## config.mk

```make
export PLATFORM = sky130hd
export DESIGN_NAME = gray_count_monitor
export DESIGN_NICKNAME = d
export VERILOG_FILES = /design/src/rtl/gray_pkg.sv /design/src/rtl/gray_sync.sv /design/src/rtl/gray_count_monitor.sv
export SDC_FILE = /design/constraint.sdc
export NUM_CORES = 1
export LEC_CHECK = 0
export BUFFER_PORTS_ARGS = -buffer_cell sky130_fd_sc_hd__buf_4
export CAP_MARGIN = 20
export CORE_ASPECT_RATIO = 1.1
export CORE_MARGIN = 2
export CORE_UTILIZATION = 50
export DETAILED_ROUTE_END_ITERATION = 8
export PLACE_DENSITY = 0.72
export SYNTH_ARGS = -nofsm -noshare
export SYNTH_HDL_FRONTEND = slang
export SYNTH_SLANG_ARGS = --single-unit
```

## constraint.sdc

```tcl
create_clock -name clk -period 4 [get_ports clk]
set_input_delay 0.4 -clock clk [delete_from_list [all_inputs] [get_ports clk]]
set_output_delay 0.4 -clock clk [all_outputs]
set_load 0.03 [all_outputs]
```

## src/rtl/gray_pkg.sv

```systemverilog
// ----------------------------------------------------------------------------
// gray_pkg
// Shared definitions for the Gray-count monitor slice:
//   GMAX         widest Gray/binary bus the helpers accept
//   mon_state_t  monitor start-up / run sequencing states
//   gray2bin()   Gray -> binary decode of a zero-extended Gray word
//   popcount()   number of set bits in a zero-extended word
// Callers zero-extend their WIDTH-bit value to GMAX bits and truncate the
// result back, so one function body serves every instance width.
// ----------------------------------------------------------------------------
package gray_pkg;

  localparam int GMAX = 32;

  typedef enum logic [1:0] {
    FILL  = 2'd0,
    PRIME = 2'd1,
    RUN   = 2'd2
  } mon_state_t;

  // Binary bit i is the XOR of Gray bits i..MSB. Bits above the caller's
  // width are zero, so they leave the low bits untouched.
  function automatic logic [GMAX-1:0] gray2bin(input logic [GMAX-1:0] g);
    logic [GMAX-1:0] b;
    b[GMAX-1] = g[GMAX-1];
    for (int i = GMAX - 2; i >= 0; i--) begin
      b[i] = b[i+1] ^ g[i];
    end
    return b;
  endfunction

  function automatic int unsigned popcount(input logic [GMAX-1:0] v);
    int unsigned n;
    n = 0;
    for (int i = 0; i < GMAX; i++) begin
      n = n + {31'd0, v[i]};
    end
    return n;
  endfunction

endpackage

```

## src/rtl/gray_sync.sv

```systemverilog
// ----------------------------------------------------------------------------
// gray_sync
// Multi-flop synchronizer for a Gray-coded bus arriving from another clock
// domain. Because only one bit of a legal Gray sequence changes at a time,
// each bit may be synchronized independently.
// Ports:
//   clk       sampling clock (rising edge)
//   rst       asynchronous active-low reset; clears every stage to 0
//   gray_in   asynchronous Gray bus (the only consumer of this input)
//   sync_out  last stage of the chain, safe to use in the clk domain
// ----------------------------------------------------------------------------
module gray_sync #(
  parameter int WIDTH       = 4,
  parameter int SYNC_STAGES = 2
) (
  input  logic             clk,
  input  logic             rst,
  input  logic [WIDTH-1:0] gray_in,
  output logic [WIDTH-1:0] sync_out
);

  logic [WIDTH-1:0] chain [SYNC_STAGES];

  always_ff @(posedge clk or negedge rst) begin
    if (!rst) begin
      for (int i = 0; i < SYNC_STAGES; i++) begin
        chain[i] <= '0;
      end
    end else begin
      chain[0] <= gray_in;
      for (int i = 1; i < SYNC_STAGES; i++) begin
        chain[i] <= chain[i-1];
      end
    end
  end

  assign sync_out = chain[SYNC_STAGES-1];

endmodule

```

## src/rtl/gray_count_monitor.sv

```systemverilog
// ----------------------------------------------------------------------------
// gray_count_monitor
// Consumer stage for a free-running Gray counter. Synchronizes the Gray bus,
// decodes it to binary, reports each forward advance as a step, accumulates
// the steps into a running total and flags wrap-around and illegal
// multi-bit Gray transitions.
// Parameters:
//   WIDTH        Gray/binary width (>= 2)
//   SYNC_STAGES  synchronizer depth (>= 2)
//   ACC_WIDTH    total width (>= WIDTH)
// Ports:
//   clk            rising-edge clock
//   rst            asynchronous active-low reset
//   gray_in        asynchronous Gray count
//   en             count enable; low still tracks position, reports nothing
//   clr            synchronous clear of total, overflow, multi_bit_err
//   bin_out        registered binary position
//   step_valid     one-cycle pulse when the counter advanced
//   step           advance amount, qualified by step_valid
//   wrap           one-cycle pulse when the advance crossed all-ones -> zero
//   total          sum of steps modulo 2^ACC_WIDTH
//   overflow       sticky carry out of total
//   multi_bit_err  sticky: synchronized Gray changed more than one bit
// ----------------------------------------------------------------------------
module gray_count_monitor
  import gray_pkg::*;
#(
  parameter int WIDTH       = 4,
  parameter int SYNC_STAGES = 2,
  parameter int ACC_WIDTH   = 16
) (
  input  logic                 clk,
  input  logic                 rst,
  input  logic [WIDTH-1:0]     gray_in,
  input  logic                 en,
  input  logic                 clr,
  output logic [WIDTH-1:0]     bin_out,
  output logic                 step_valid,
  output logic [WIDTH-1:0]     step,
  output logic                 wrap,
  output logic [ACC_WIDTH-1:0] total,
  output logic                 overflow,
  output logic                 multi_bit_err
);

  localparam int                FILL_W    = $clog2(SYNC_STAGES);
  localparam logic [FILL_W-1:0] FILL_LAST = FILL_W'(SYNC_STAGES - 1);

  mon_state_t        state;
  logic [FILL_W-1:0] fill_cnt;

  logic [WIDTH-1:0]  sync_out_p0;
  logic [WIDTH-1:0]  prev_gray;
  logic [WIDTH-1:0]  prev_bin;

  logic [WIDTH-1:0]  cur_bin_p0;
  logic [WIDTH-1:0]  diff_p0;
  logic              adv_p0;
  logic              wrap_p0;
  logic              err_p0;
  logic [ACC_WIDTH:0] acc_sum_p0;

  gray_sync #(
    .WIDTH       (WIDTH),
    .SYNC_STAGES (SYNC_STAGES)
  ) u_sync (
    .clk      (clk),
    .rst      (rst),
    .gray_in  (gray_in),
    .sync_out (sync_out_p0)
  );

  // ---- p0: decode, difference and flag detection on the synchronized bus --
  // Every difference is treated as a forward advance modulo 2^WIDTH; a
  // backward move is indistinguishable from a large forward step.
  always_comb begin
    cur_bin_p0 = WIDTH'(gray2bin(GMAX'(sync_out_p0)));
    diff_p0    = cur_bin_p0 - prev_bin;
    adv_p0     = en && (diff_p0 != '0);
    wrap_p0    = cur_bin_p0 < prev_bin;
    err_p0     = popcount(GMAX'(sync_out_p0 ^ prev_gray)) > 1;
    acc_sum_p0 = {1'b0, total} + (ACC_WIDTH + 1)'(diff_p0);
  end

  // ---- sequencing: wait for the synchronizer to fill, prime, then run -----
  // While FILL counts, the chain still holds reset zeros, so nothing derived
  // from it may be compared against prev values yet.
  always_ff @(posedge clk or negedge rst) begin
    if (!rst) begin
      state    <= FILL;
      fill_cnt <= '0;
    end else begin
      case (state)
        FILL: begin
          if (fill_cnt == FILL_LAST) begin
            state <= PRIME;
          end else begin
            fill_cnt <= fill_cnt + 1'b1;
          end
        end
        PRIME:   state <= RUN;
        RUN:     state <= RUN;
        default: state <= FILL;
      endcase
    end
  end

  // ---- p1: position tracking (independent of en) --------------------------
  // PRIME seeds prev from the current code so the position present at start-up
  // is never reported as a step.
  always_ff @(posedge clk or negedge rst) begin
    if (!rst) begin
      prev_gray <= '0;
      prev_bin  <= '0;
      bin_out   <= '0;
    end else if (state == PRIME || state == RUN) begin
      prev_gray <= sync_out_p0;
      prev_bin  <= cur_bin_p0;
      bin_out   <= cur_bin_p0;
    end
  end

  // ---- p1: step reporting pulses -------------------------------------------
  always_ff @(posedge clk or negedge rst) begin
    if (!rst) begin
      step_valid <= 1'b0;
      step       <= '0;
      wrap       <= 1'b0;
    end else begin
      step_valid <= 1'b0;
      wrap       <= 1'b0;
      if (state == RUN && adv_p0) begin
        step_valid <= 1'b1;
        step       <= diff_p0;
        wrap       <= wrap_p0;
      end
    end
  end

  // ---- p1: accumulator and sticky flags ------------------------------------
  // clr is applied last so it wins over a same-cycle accumulate or flag set.
  always_ff @(posedge clk or negedge rst) begin
    if (!rst) begin
      total         <= '0;
      overflow      <= 1'b0;
      multi_bit_err <= 1'b0;
    end else begin
      if (state == RUN) begin
        if (adv_p0) begin
          total <= acc_sum_p0[ACC_WIDTH-1:0];
          if (acc_sum_p0[ACC_WIDTH]) begin
            overflow <= 1'b1;
          end
        end
        if (err_p0) begin
          multi_bit_err <= 1'b1;
        end
      end
      if (clr) begin
        total         <= '0;
        overflow      <= 1'b0;
        multi_bit_err <= 1'b0;
      end
    end
  end

endmodule

```

==> parameters.txt, run 1 <==
Parameter                              Value

Clocking
  Clock buffers created by TritonCTS ... 5
  Clock H-tree levels ... 2
  Count of hold-fix buffers inserted at cts ... 0
  Clock transition at path regs ... 0.09 ns
  Clock latency reported for the late side of the worst-skew pair ... 0.30 ns
  Total setup buffers inserted after CTS ... 0
  Maximum clock path buffer count ... 2
  Post-cts resize count ... 0
  Clock tree from TritonCTS ... yes
  Clock sink count ... 42
  Root buffer selected by CTS ... clkbuf_8

Timing
  Min Hold Slack ... 0.0680 ns
  Maximum clock skew at final layout ... 0.00602 ns
  Slew at the pin closest to its max-slew limit ... 0.522 ns
  RSZ-0062 raised after global routing ... no
  Time the final worst path needs with I/O delays and setup ... 3.68 ns
  Maximum achievable frequency ... 272 MHz
  Remaining max-slew budget at the tightest pin ... 65.2%
  Count of endpoints failing setup in the final report ... 0
  Total count of max-transition violations in the final report ... 0
  Final setup margin ... 0.323 ns
  Total Neg Setup Slack ... 0 ns
  Hold Fails Final Rpt ... 0
  Portion of the clock cycle consumed by the worst path in the final layout ... 91.9%

Logic synthesis
  Mapped Cells ... 206
  Syn_area_per_cell ... 10.3 um^2
  Ranking of synthesized cells by area ... dfrtp_1 50%, ha_1 7.1%, a21oi_1 4.5%
  Fraction of post-synthesis cell area in the top cell type by area ... 49.6%
  Part of the Yosys area used for sequential elements ... 49.6%
  Most common flop cell mapped by yosys ... dfrtp_1
  Yosys warns ... 0
  Net count after synthesis ... 229
  Cell variety after synth ... 33
  Proportion of synthesized flip-flops having asynchronous set or reset ... 100%
  Synthesized flop and latch total ... 42
  Netlist area before placement ... 2120 um^2
  Area leader, netlist ... dfrtp_1
  Number of enable-type register cells in the synthesized netlist ... 0

Die
  I/O Pins ... 36
  Site row count ... 24
  Vertical extent of the die ... 72.3 um
  Initial Util ... 52.7%
  Die W ... 66.1 um
  Core Footprint ... 4020 um^2
  Overall die area ... 4780 um^2

Detailed routing
  Residual DRC count ... 0
  First DRT Iteration DRCs ... 138
  Vias ... 1549
  Drt first pass iters ... 4
  Number of nets still failing antenna checks after routing ... 0
  Number of vias per cell after detailed routing ... 5.25
  Sum of routed wire length over all layers ... 4070 um
  Wirelength per Cell ... 13.8 um

Finish
  Fraction of layout cells with a size suffix above 1 ... 23.0%
  Area Growth Syn to Fin ... 18.0%
  Fill cell instance count of the final layout ... 352
  ANT cells ... 0
  Number of nets in the layout ... 265

Critical path
  Slack of the worst reg-to-reg path ... 0.32 ns
  Critical R2R Launch ... u_sync.sync_out[2]
  Crit path required time ... 4.18 ns
  End of the worst register-to-register path ... total[12]
  CP Class ... reg -> reg
  CP startpoint kind ... register
  Maximum fanout along the worst path ... 10
  Critical path arrival ... 3.86 ns
  Worst reg-to-reg path cell count ... 12
  Critical Path Sink Type ... register

Placed design
  Port bufs ... 35
  Total half-perimeter wirelength after legalization and detailed placement ... 2980 um
  Global placer's final weighted congestion ... 0.795
  Pre-CTS worst setup slack ... 0.383 ns

Global routing
  Residual overflow from global routing ... 0
  Initial antenna violation count ... 0
  Largest net degree at the start of global routing ... 43
  GRT Overall Usage ... 20.2%
  Via count of the first global-routing pass ... 1593
  First-pass GRT wire length ... 7320 um

Run
  Max-cap violations ... 0

Outcome
  Outcome ... finished clean

Power and ir drop
  Total power density per cell area ... 513 nW/um^2
  Standby leakage power ... 1.15 nW
  Peak supply drop ... 0.246 mV
  Total power draw ... 1.28 mW

Hold path
  Worst hold-check path type ... in -> async
-- Yosys cell counts (all sizes together) (2+ instances only) --
| master | instances |
|---|---|
| nor3 | 2 |
| a211oi | 2 |
| buf | 4 |
| xnor2 | 5 |
| or2 | 2 |
| mux2 | 6 |
| inv | 16 |
| o21ai | 14 |
| nand4 | 2 |
| or3 | 7 |
| ha | 12 |
| nand2 | 23 |
| or4 | 5 |
| a21oi | 20 |
| nand2b | 3 |
| nor2b | 2 |
| o31ai | 5 |
| fa | 3 |
| nor2 | 11 |
| xor2 | 5 |
| and3 | 2 |
| nand3 | 3 |
| dfrtp | 42 |
| clkbuf | 4 |
-- final cells by class --
| class | instances | area (um^2) | area share (%) |
|---|---|---|---|
| inverter | 16 | 65.1 | 2.60 |
| multi-input combinational | 140 | 947 | 37.9 |
| sequential | 42 | 1050 | 42.0 |
| clock inverter | 3 | 26.3 | 1.05 |
| timing repair buffer | 37 | 278 | 11.1 |
| tap | 52 | 65.1 | 2.60 |
| clock buffer | 5 | 68.8 | 2.75 |
-- metrics by stage --
step | instances | area, um^2 | utilization [%]
finish | 295 | 2500 | 62.2
global route | 295 | 2500 | 62.2
CTS | 295 | 2500 | 62.2
detailed placement | 287 | 2410 | 59.8
global placement | 287 | 2410 | 59.8
floorplan | 206 | 2120 | -
-- sequential cells by signal (all words and copies together) (netlist names) --
name	flops
multi_bit_err	1
u_sync.sync_out	4
step_valid	1
prev_bin	3
prev_gray	4
step	4
wrap	1
fill_cnt	1
state	2
total	16
overflow	1
u_sync.chain	4
-- worst max-delay path, stage by stage, from the launching register on --
cell      delay (ns)
dfrtp_1         0.42
xnor2_1         0.29
xnor2_1         0.26
xnor2_1         0.14
ha_1            0.23
fa_1            0.52
inv_1           0.08
fa_1            0.43
and3_1          0.20
a211oi_1        0.39
nand2b_1        0.37
or4_1           0.17
a21oi_1         0.06
-- cells in the final DEF, fill, tap and decap left out --
| master | n |
|---|---|
| o22ai_1 | 1 |
| nand4_1 | 2 |
| or4_1 | 5 |
| xnor2_1 | 5 |
| buf_4 | 37 |
| xor2_1 | 5 |
| inv_6 | 4 |
| and3_1 | 2 |
| o21bai_1 | 1 |
| a21oi_2 | 1 |
| a21oi_1 | 19 |
| inv_1 | 15 |
| a211oi_1 | 2 |
| o21ai_0 | 14 |
| nand2b_1 | 3 |
| a41oi_1 | 1 |
| o31ai_1 | 5 |
| nor3_1 | 2 |
| fa_1 | 3 |
| nor2b_1 | 2 |
| nand2_1 | 23 |
| or3_1 | 7 |
| clkbuf_8 | 5 |
| dfrtp_1 | 42 |
| ha_1 | 12 |
| nand3_1 | 3 |
| mux2_2 | 6 |
| o221ai_2 | 1 |
| o21a_1 | 1 |
| or2_2 | 2 |
| nor2_1 | 11 |
| a21o_1 | 1 |
-- power breakdown --
group	switching (mW)	leakage, nW	internal, mW
clock network	0.162	0.0495	0.130
registers	0.0425	0.525	0.476
logic	0.284	0.578	0.188
-- layer usage --
layer	routed length [um]	global-route usage [%]	vias to the layer above	share of wire [%]
li1	-	-	778	-
met1	1840	25.6	735	45
met2	2010	33.3	31	49
met3	157	4.65	5	3.9
met4	62	8.39	0	1.5
met5	0	0	-	0
-- kinds of logic (layout without fill, tap and decap cells) --
family	after synthesis	in the layout	share of synthesized area [%]
AOI/OAI and AO/OA	47	47	13.2
and+or+nand+nor	62	62	14.3
xor gates and xnor gates	10	10	4.13
adders and majority gates	15	15	9.92
buffers and inverters	24	61	5.73
DFF	42	42	49.6
muxes	6	6	3.19
-- how the worst max path moves through the flow --
stage | start | end | slack (ns) | depth (start not counted)
after floorplan | u_sync.sync_out[2] | total[10] | 0.63 | 13
after global placement | u_sync.sync_out[2] | total[10] | 0.52 | 12
after detailed placement | u_sync.sync_out[2] | total[12] | 0.38 | 12
after CTS | u_sync.sync_out[2] | total[12] | 0.34 | 12
after global routing | u_sync.sync_out[2] | total[6] | 0.06 | 12
final | u_sync.sync_out[2] | total[12] | 0.32 | 12
Power figures use the tool's default switching activity.
==> inputs of run 2 (changes only) <==
clock period = 4.7 ns   (was 4 ns; I/O delays follow)
==> run 2 against run 1 <==
Against the previous run: clock skew is 0.00065 ns lower; hold slack better by 0.074 ns; combinational power decreased by 15%; sequential power down 15%; die area did not move; clock power is 1% lower; sequential share of layout area shrank 0.19 points; power is 12% lower; maximum frequency increased by 0.22%; flip-flop and latch count did not move; critical path type unchanged; largest power group unchanged; non-clock buffer count fell by 1; highest routed layer unchanged.
==> parameters.txt, run 2 (same netlist as run 1, synthesis figures left out) <==
Parameter                              Value

Timing
  Time the final worst path needs with I/O delays and setup ... 3.67 ns (-0.00792 ns)
  Remaining max-slew budget at the tightest pin ... 52.1% (-13 points)
  Total count of max-transition violations in the final report ... 0 (unchanged)
  Maximum achievable frequency ... 273 MHz (+0.22%)
  Hold Fails Final Rpt ... 0 (unchanged)
  Count of endpoints failing setup in the final report ... 0 (unchanged)
  Maximum clock skew at final layout ... 0.00538 ns (-0.000646 ns)
  Slew at the pin closest to its max-slew limit ... 0.718 ns (+0.196 ns)
  RSZ-0062 raised after global routing ... no
  Final setup margin ... 1.03 ns (+0.708 ns)
  Total Neg Setup Slack ... 0 ns (unchanged)
  Min Hold Slack ... 0.142 ns (+0.0743 ns)
  Portion of the clock cycle consumed by the worst path in the final layout ... 78.1% (-14 points)

Clocking
  Clock tree from TritonCTS ... yes
  Maximum clock path buffer count ... 2 (unchanged)
  Total setup buffers inserted after CTS ... 0 (unchanged)
  Clock transition at path regs ... 0.08 ns (about the same)
  Clock sink count ... 42 (unchanged)
  Count of hold-fix buffers inserted at cts ... 0 (unchanged)
  Post-cts resize count ... 0 (unchanged)
  Clock latency reported for the late side of the worst-skew pair ... 0.29 ns (about the same)
  Clock H-tree levels ... 2 (unchanged)
  Clock buffers created by TritonCTS ... 5 (unchanged)
  Root buffer selected by CTS ... clkbuf_8

Power and ir drop
  Switching portion of total power ... 36.0% (-2.1 points)
  Share of total power in the clock network ... 25.4% (+2.7 points)
  Total power density per cell area ... 450 nW/um^2 (-12%)
  Total net switching power ... 0.407 mW (-17%)
  Total power draw ... 1.13 mW (-12%)
  Fraction of power consumed by combinational cells ... 35.5% (-1.3 points)
  Relative contribution of sequential cells to total power ... 39.1% (-1.4 points)
  Standby leakage power ... 1.15 nW (-0.34%)
  Peak supply drop ... 0.186 mV (-24%)
  Internal cell power ... 0.723 mW (-8.9%)

Critical path
  CP Class ... reg -> reg
  Critical-path top delay cell ... fa_1
  Crit path required time ... 4.87 ns (+0.69 ns)
  Critical Path Sink Type ... register
  CP startpoint kind ... register
  Crit-path cells ... xnor2_1 > xnor2_1 > xnor2_1 > ha_1 > fa_1 > inv_1 > fa_1 > and3_1 > a211oi_1 > nand2b_1 > or4_1 > a21oi_1
  End of the worst register-to-register path ... total[10]
  Critical path arrival ... 3.84 ns (-0.02 ns)
  Maximum fanout along the worst path ... 10 (unchanged)
  Slack of the worst reg-to-reg path ... 1.03 ns (+0.71 ns)
  Kind of cell adding the most delay to the critical path ... adder cells
  Critical Path Start ... u_sync.sync_out[3]
  Critical R2R Launch ... u_sync.sync_out[3]
  Worst reg-to-reg path cell count ... 12 (unchanged)
  Logic depth of the worst path, buffers included ... 12 (unchanged)
  Crit path buffers/inverters ... 1 (unchanged)
  Critical path's largest stage delay ... 0.53 ns (about the same)
  Cell occurring most often along the worst timing path ... xnor2_1
  Critical path endpoint ... total[10]

Placed design
  Total half-perimeter wirelength after legalization and detailed placement ... 3000 um (+0.68%)
  Global placer's final weighted congestion ... 0.792 (-0.41%)
  Placed Area ... 2400 um^2 (-0.31%)
  Port bufs ... 35 (unchanged)
  Pre-CTS worst setup slack ... 1.09 ns (+0.703 ns)
  Cell count after placement ... 286 (-0.35%)

Finish
  Number of nets in the layout ... 264 (-0.38%)
  Final cell count without fillers ... 294 (-0.34%)
  Area Growth Syn to Fin ... 18.5%
  Leading cell type in the layout, fill and taps excluded ... dfrtp_1
  Final instance area ... 2510 um^2 (+0.45%)
  End-of-flow core utilization ... 62.4% (+0.28 points)
  Commonest cells after routing, fill and taps aside ... 42 x dfrtp_1, 36 x buf_4, 23 x nand2_1, 19 x a21oi_1, 15 x inv_1
  Fraction of layout cells with a size suffix above 1 ... 22.7% (-0.32 points)
  Number of flip-flops in the largest register ... 16 (unchanged)
  ANT cells ... 0 (unchanged)
  Largest register by flop count ... total

Die
  Initial Util ... 52.7% (unchanged)
  Die W ... 66.1 um (unchanged)
  Core Footprint ... 4020 um^2 (unchanged)
  I/O Pins ... 36 (unchanged)
  Vertical extent of the die ... 72.3 um (unchanged)
  Site row count ... 24 (unchanged)
  Overall die area ... 4780 um^2 (unchanged)

Global routing
  Residual overflow from global routing ... 0 (unchanged)
  Via count of the first global-routing pass ... 1544 (-3.1%)
  GRT Overall Usage ... 19.7% (-0.49 points)
  Met2 track utilization from global routing ... 32.1% (-1.2 points)
  Top Usage Layer GRT ... met2
  Largest net degree at the start of global routing ... 43 (unchanged)
  M3 GR Usage ... 4.34% (-0.31 points)
  First-pass GRT wire length ... 7200 um (-1.7%)
  Met1 track utilization from global routing ... 26.5% (+0.82 points)
  Initial antenna violation count ... 0 (unchanged)

Detailed routing
  Drt first pass iters ... 4 (unchanged)
  Number of nets still failing antenna checks after routing ... 0 (unchanged)
  Wirelength per Cell ... 14.2 um (+3.2%)
  Number of vias per cell after detailed routing ... 5.41 (+3.1%)
  Sum of routed wire length over all layers ... 4180 um (+2.8%)
  First DRT Iteration DRCs ... 66 (-52%)
  Residual DRC count ... 0 (unchanged)
  Vias ... 1592 (+2.8%)

Hold path
  Worst hold-check path type ... in -> async

Run
  Max-cap violations ... 0 (unchanged)

Outcome
  Outcome ... finished clean
## run 2: worst min-delay path by stage
stage / endpoint / slack [ns] / cells after the start
detailed placement: u_sync.sync_out[1] / 0.34 / 0
CTS: total[13] / 0.16 / 1
global placement: u_sync.sync_out[0] / 0.33 / 0
finish: total[13] / 0.14 / 1
global route: total[13] / 0.18 / 1
floorplan: fill_cnt / 0.17 / 0
## run 2: power groups by stage
stage | Sequential, mW | Clock, mW | Combinational, mW
after floorplan | 0.522 | 0 | 0.208
after global placement | 0.448 | 0 | 0.391
after detailed placement | 0.450 | 0 | 0.403
after CTS | 0.442 | 0.294 | 0.405
after global routing | 0.448 | 0.313 | 0.441
final | 0.442 | 0.287 | 0.402
## run 2: worst reg2reg max path, cell delays in order, from the launching register on
cell and delay, ns:
dfrtp_1 0.43, xnor2_1 0.27, xnor2_1 0.25, xnor2_1 0.14, ha_1 0.23, fa_1 0.53
inv_1 0.08, fa_1 0.42, and3_1 0.21, a211oi_1 0.40, nand2b_1 0.36, or4_1 0.17
a21oi_1 0.06
## run 2: area by class of cell
| cell class | instances | area [um^2] |
|---|---|---|
| Clock buffer | 5 | 68.8 |
| Clock inverter | 3 | 45.0 |
| Fill cell | 350 | 1510 |
| Inverter | 16 | 65.1 |
| Multi-Input combinational cell | 140 | 947 |
| Sequential cell | 42 | 1050 |
| Tap cell | 52 | 65.1 |
| Timing Repair Buffer | 36 | 270 |
## run 2: metal layers
metal	vias to the layer above	wire length (um)
met5	-	0
met4	0	40
met3	5	150
met2	28	2120
met1	784	1870
li1	775	-
==> inputs of run 3 (changes only) <==
ABC_AREA = 1   (was default)
clock period = 3.63 ns   (was 4.7 ns; I/O delays follow)
==> run 3 against run 2 <==
Against the previous run: clock power increased by 12%; wire length up 21%; flip-flop and latch count is the same; power grew 19%; sequential share of layout area fell by 3.3 points; first-iteration DRC count increased by 68%; sequential power is 27% higher; setup slack lost 0.76 ns; final cell count increased by 30%; die area increased by 9.4%; critical path depth up 7; highest routed layer unchanged.
==> parameters.txt, run 3 <==
Parameter                              Value

Timing
  Hold Fails Final Rpt ... 0 (unchanged)
  Total count of max-transition violations in the final report ... 0 (unchanged)
  Time the final worst path needs with I/O delays and setup ... 3.36 ns (-0.312 ns)
  Remaining max-slew budget at the tightest pin ... 64.2% (+12 points)
  Maximum achievable frequency ... 298 MHz (+9.3%)
  Slew at the pin closest to its max-slew limit ... 0.537 ns (-0.181 ns)
  Total Neg Setup Slack ... 0 ns (unchanged)
  Maximum clock skew at final layout ... 0.00794 ns (+0.00256 ns)
  Count of endpoints failing setup in the final report ... 0 (unchanged)
  Portion of the clock cycle consumed by the worst path in the final layout ... 92.5% (+14 points)
  RSZ-0062 raised after global routing ... no

Die
  Vertical extent of the die ... 75.6 um (+4.6%)
  Core Footprint ... 4550 um^2 (+13%)
  I/O Pins ... 36 (unchanged)
  Die W ... 69.1 um (+4.6%)
  Site row count ... 26 (+8.3%)
  Initial Util ... 51.2% (-1.5 points)
  Overall die area ... 5230 um^2 (+9.4%)

Detailed routing
  First DRT Iteration DRCs ... 111 (+68%)
  Number of nets still failing antenna checks after routing ... 0 (unchanged)
  Wirelength per Cell ... 13.2 um (-7.3%)
  Vias ... 1977 (+24%)
  Residual DRC count ... 0 (unchanged)
  Number of vias per cell after detailed routing ... 5.16 (-4.7%)
  Drt first pass iters ... 4 (unchanged)
  Sum of routed wire length over all layers ... 5050 um (+21%)

Logic synthesis
  Proportion of synthesized flip-flops having asynchronous set or reset ... 100% (unchanged)
  Fraction of post-synthesis cell area in the top cell type by area ... 45.1% (-4.5 points)
  Cell with the most instances after synthesis ... nand2_1
  Mapped Cells ... 290 (+41%)
  Part of the Yosys area used for sequential elements ... 45.1% (-4.5 points)
  Synthesized flop and latch total ... 42 (unchanged)
  Net count after synthesis ... 313 (+37%)
  Syn_area_per_cell ... 8.04 um^2 (-22%)
  Number of enable-type register cells in the synthesized netlist ... 0 (unchanged)
  Most common flop cell mapped by yosys ... dfrtp_1
  Yosys warns ... 0 (unchanged)
  Area leader, netlist ... dfrtp_1
  Netlist area before placement ... 2330 um^2 (+10%)
  Ranking of synthesized cells by instance count ... 97 x nand2_1, 42 x dfrtp_1, 38 x inv_1
  Cell variety after synth ... 27 (-18%)
  Ranking of synthesized cells by area ... dfrtp_1 45%, nand2_1 16%, ha_1 6.4%

Finish
  ANT cells ... 0 (unchanged)
  Commonest cells after routing, fill and taps aside ... 97 x nand2_1, 42 x dfrtp_1, 38 x inv_1, 35 x buf_4, 24 x nand3_1
  Area Growth Syn to Fin ... 16.9%
  Largest register by flop count ... total
  End-of-flow core utilization ... 59.9% (-2.6 points)
  Fraction of layout cells with a size suffix above 1 ... 15.9% (-6.8 points)
  Leading cell type in the layout, fill and taps excluded ... nand2_1
  Number of flip-flops in the largest register ... 16 (unchanged)
  Number of nets in the layout ... 349 (+32%)

Clocking
  Count of hold-fix buffers inserted at cts ... 0 (unchanged)
  Total setup buffers inserted after CTS ... 0 (unchanged)
  Maximum clock path buffer count ... 2 (unchanged)
  Root buffer selected by CTS ... clkbuf_8
  Clock buffers created by TritonCTS ... 5 (unchanged)
  Clock transition at path regs ... 0.09 ns (about the same)
  Clock sink count ... 42 (unchanged)
  Clock tree from TritonCTS ... yes
  Clock latency reported for the late side of the worst-skew pair ... 0.31 ns (+0.02 ns)
  Post-cts resize count ... 0 (unchanged)
  Clock H-tree levels ... 2 (unchanged)

Global routing
  Residual overflow from global routing ... 0 (unchanged)
  Via count of the first global-routing pass ... 1782 (+15%)
  Top Usage Layer GRT ... met2
  Initial antenna violation count ... 0 (unchanged)
  Met1 track utilization from global routing ... 26.3% (-0.17 points)
  GRT Overall Usage ... 20.7% (+0.99 points)
  Largest net degree at the start of global routing ... 43 (unchanged)
  First-pass GRT wire length ... 8430 um (+17%)
  Met2 track utilization from global routing ... 35.6% (+3.5 points)
  M3 GR Usage ... 4.50% (+0.16 points)

Critical path
  Cell occurring most often along the worst timing path ... nand2_1
  Kind of cell adding the most delay to the critical path ... simple AND/OR/NAND/NOR gates
  CP startpoint kind ... register
  Crit-path cells ... xnor2_2 > inv_1 > nand2_1 > nand2_1 > xor2_1 > inv_1 > ha_1 > fa_1 > inv_1 > nand2_1 > and2_1 > ha_1 > or2_2 > nand3_1 > nand2_1 > nand2_1 > nand2_1 > nand4_1 > nand2_1
  Critical path arrival ... 3.56 ns (-0.28 ns)
  End of the worst register-to-register path ... total[9]
  Critical path's largest stage delay ... 0.43 ns (-0.10 ns)
  Maximum fanout along the worst path ... 6 (-4)
  Critical R2R Launch ... u_sync.sync_out[2]
  Worst reg-to-reg path cell count ... 19 (+7)
  Crit path required time ... 3.83 ns (-1.04 ns)
  Critical-path top delay cell ... dfrtp_1
  CP Class ... reg -> reg
  Critical Path Sink Type ... register
  Crit path buffers/inverters ... 3 (+2)
  Slack of the worst reg-to-reg path ... 0.27 ns (-0.76 ns)

Power and ir drop
  Total power density per cell area ... 494 nW/um^2 (+9.9%)
  Fraction of power consumed by combinational cells ... 34.4% (-1.1 points)
  Peak supply drop ... 0.232 mV (+25%)
  Share of total power in the clock network ... 23.9% (-1.5 points)
  Total net switching power ... 0.521 mW (+28%)
  Internal cell power ... 0.827 mW (+14%)
  Relative contribution of sequential cells to total power ... 41.8% (+2.7 points)
  Standby leakage power ... 1.49 nW (+29%)
  Switching portion of total power ... 38.7% (+2.6 points)

Placed design
  Port bufs ... 35 (unchanged)
  Total half-perimeter wirelength after legalization and detailed placement ... 3560 um (+18%)
  Global placer's final weighted congestion ... 0.893 (+13%)

Outcome
  Outcome ... finished clean

Run
  Max-cap violations ... 0 (unchanged)

Hold path
  Worst hold-check path type ... in -> async
run 3: cell count changes after synthesis, sizes merged, moves of 6 or more:
cell / previous run / this run
or3: 7 / 0
nand3: 3 / 25
inv: 16 / 39
a21oi: 20 / 6
nand2: 23 / 98
nand4: 2 / 14
mux2: 6 / 0
run 3: per-stage QoR:
stage / setup slack, ns / total power [mW] / hold slack, ns / cells / cell area (um^2)
finish: 0.274 / 1.35 / 0.0221 / 383 / 2730
detailed placement: 0.246 / 1.03 / 0.335 / 375 / 2630
floorplan: 0.523 / 0.892 / 0.0674 / 290 / 2330
CTS: 0.235 / 1.36 / 0.0540 / 383 / 2720
global placement: 0.364 / 1.02 / 0.333 / 375 / 2630
global route: 0.0352 / 1.43 / 0.0687 / 383 / 2730
run 3: area by class of cell:
| cell class | count | area (um^2) |
|---|---|---|
| Clock buffer | 5 | 68.8 |
| Multi-Input combinational cell | 202 | 1100 |
| Sequential cell | 42 | 1050 |
| Timing Repair Buffer | 35 | 263 |
| Clock inverter | 3 | 25.0 |
| Fill cell | 443 | 1830 |
| Tap cell | 56 | 70.1 |
| Inverter | 40 | 153 |
run 3: cell families after synthesis:
| family | after synthesis | share of synthesized area (%) |
|---|---|---|
| DFF | 42 | 45.1 |
| buffers and inverters | 46 | 8.26 |
| xor gates and xnor gates | 7 | 2.63 |
| and+or+nand+nor | 161 | 30.7 |
| AOI/OAI and AO/OA | 19 | 4.35 |
| adders and majority gates | 15 | 9.01 |
run 3: worst max-delay path by stage:
stage | from | endpoint | slack (ns) | depth (start not counted)
after floorplan | u_sync.sync_out[2] | total[11] | 0.52 | 18
after global placement | u_sync.sync_out[3] | total[13] | 0.36 | 19
after detailed placement | u_sync.sync_out[2] | total[9] | 0.25 | 19
after CTS | u_sync.sync_out[2] | total[9] | 0.23 | 19
after global routing | u_sync.sync_out[2] | total[13] | 0.04 | 19
final | u_sync.sync_out[2] | total[9] | 0.27 | 19
run 3: routing by layer:
metal,part of all wire (%),vias to the layer above
met2,49,50
met3,4.6,9
met5,0,-
met1,45,929
met4,1.9,0
li1,-,989
run 3: power groups by stage:
stage / clock (mW) / combinational, mW / sequential [mW]
final: 0.322 / 0.463 / 0.563
after global routing: 0.343 / 0.516 / 0.573
after CTS: 0.332 / 0.466 / 0.564
after detailed placement: 0 / 0.460 / 0.573
after global placement: 0 / 0.451 / 0.570
after floorplan: 0 / 0.243 / 0.649
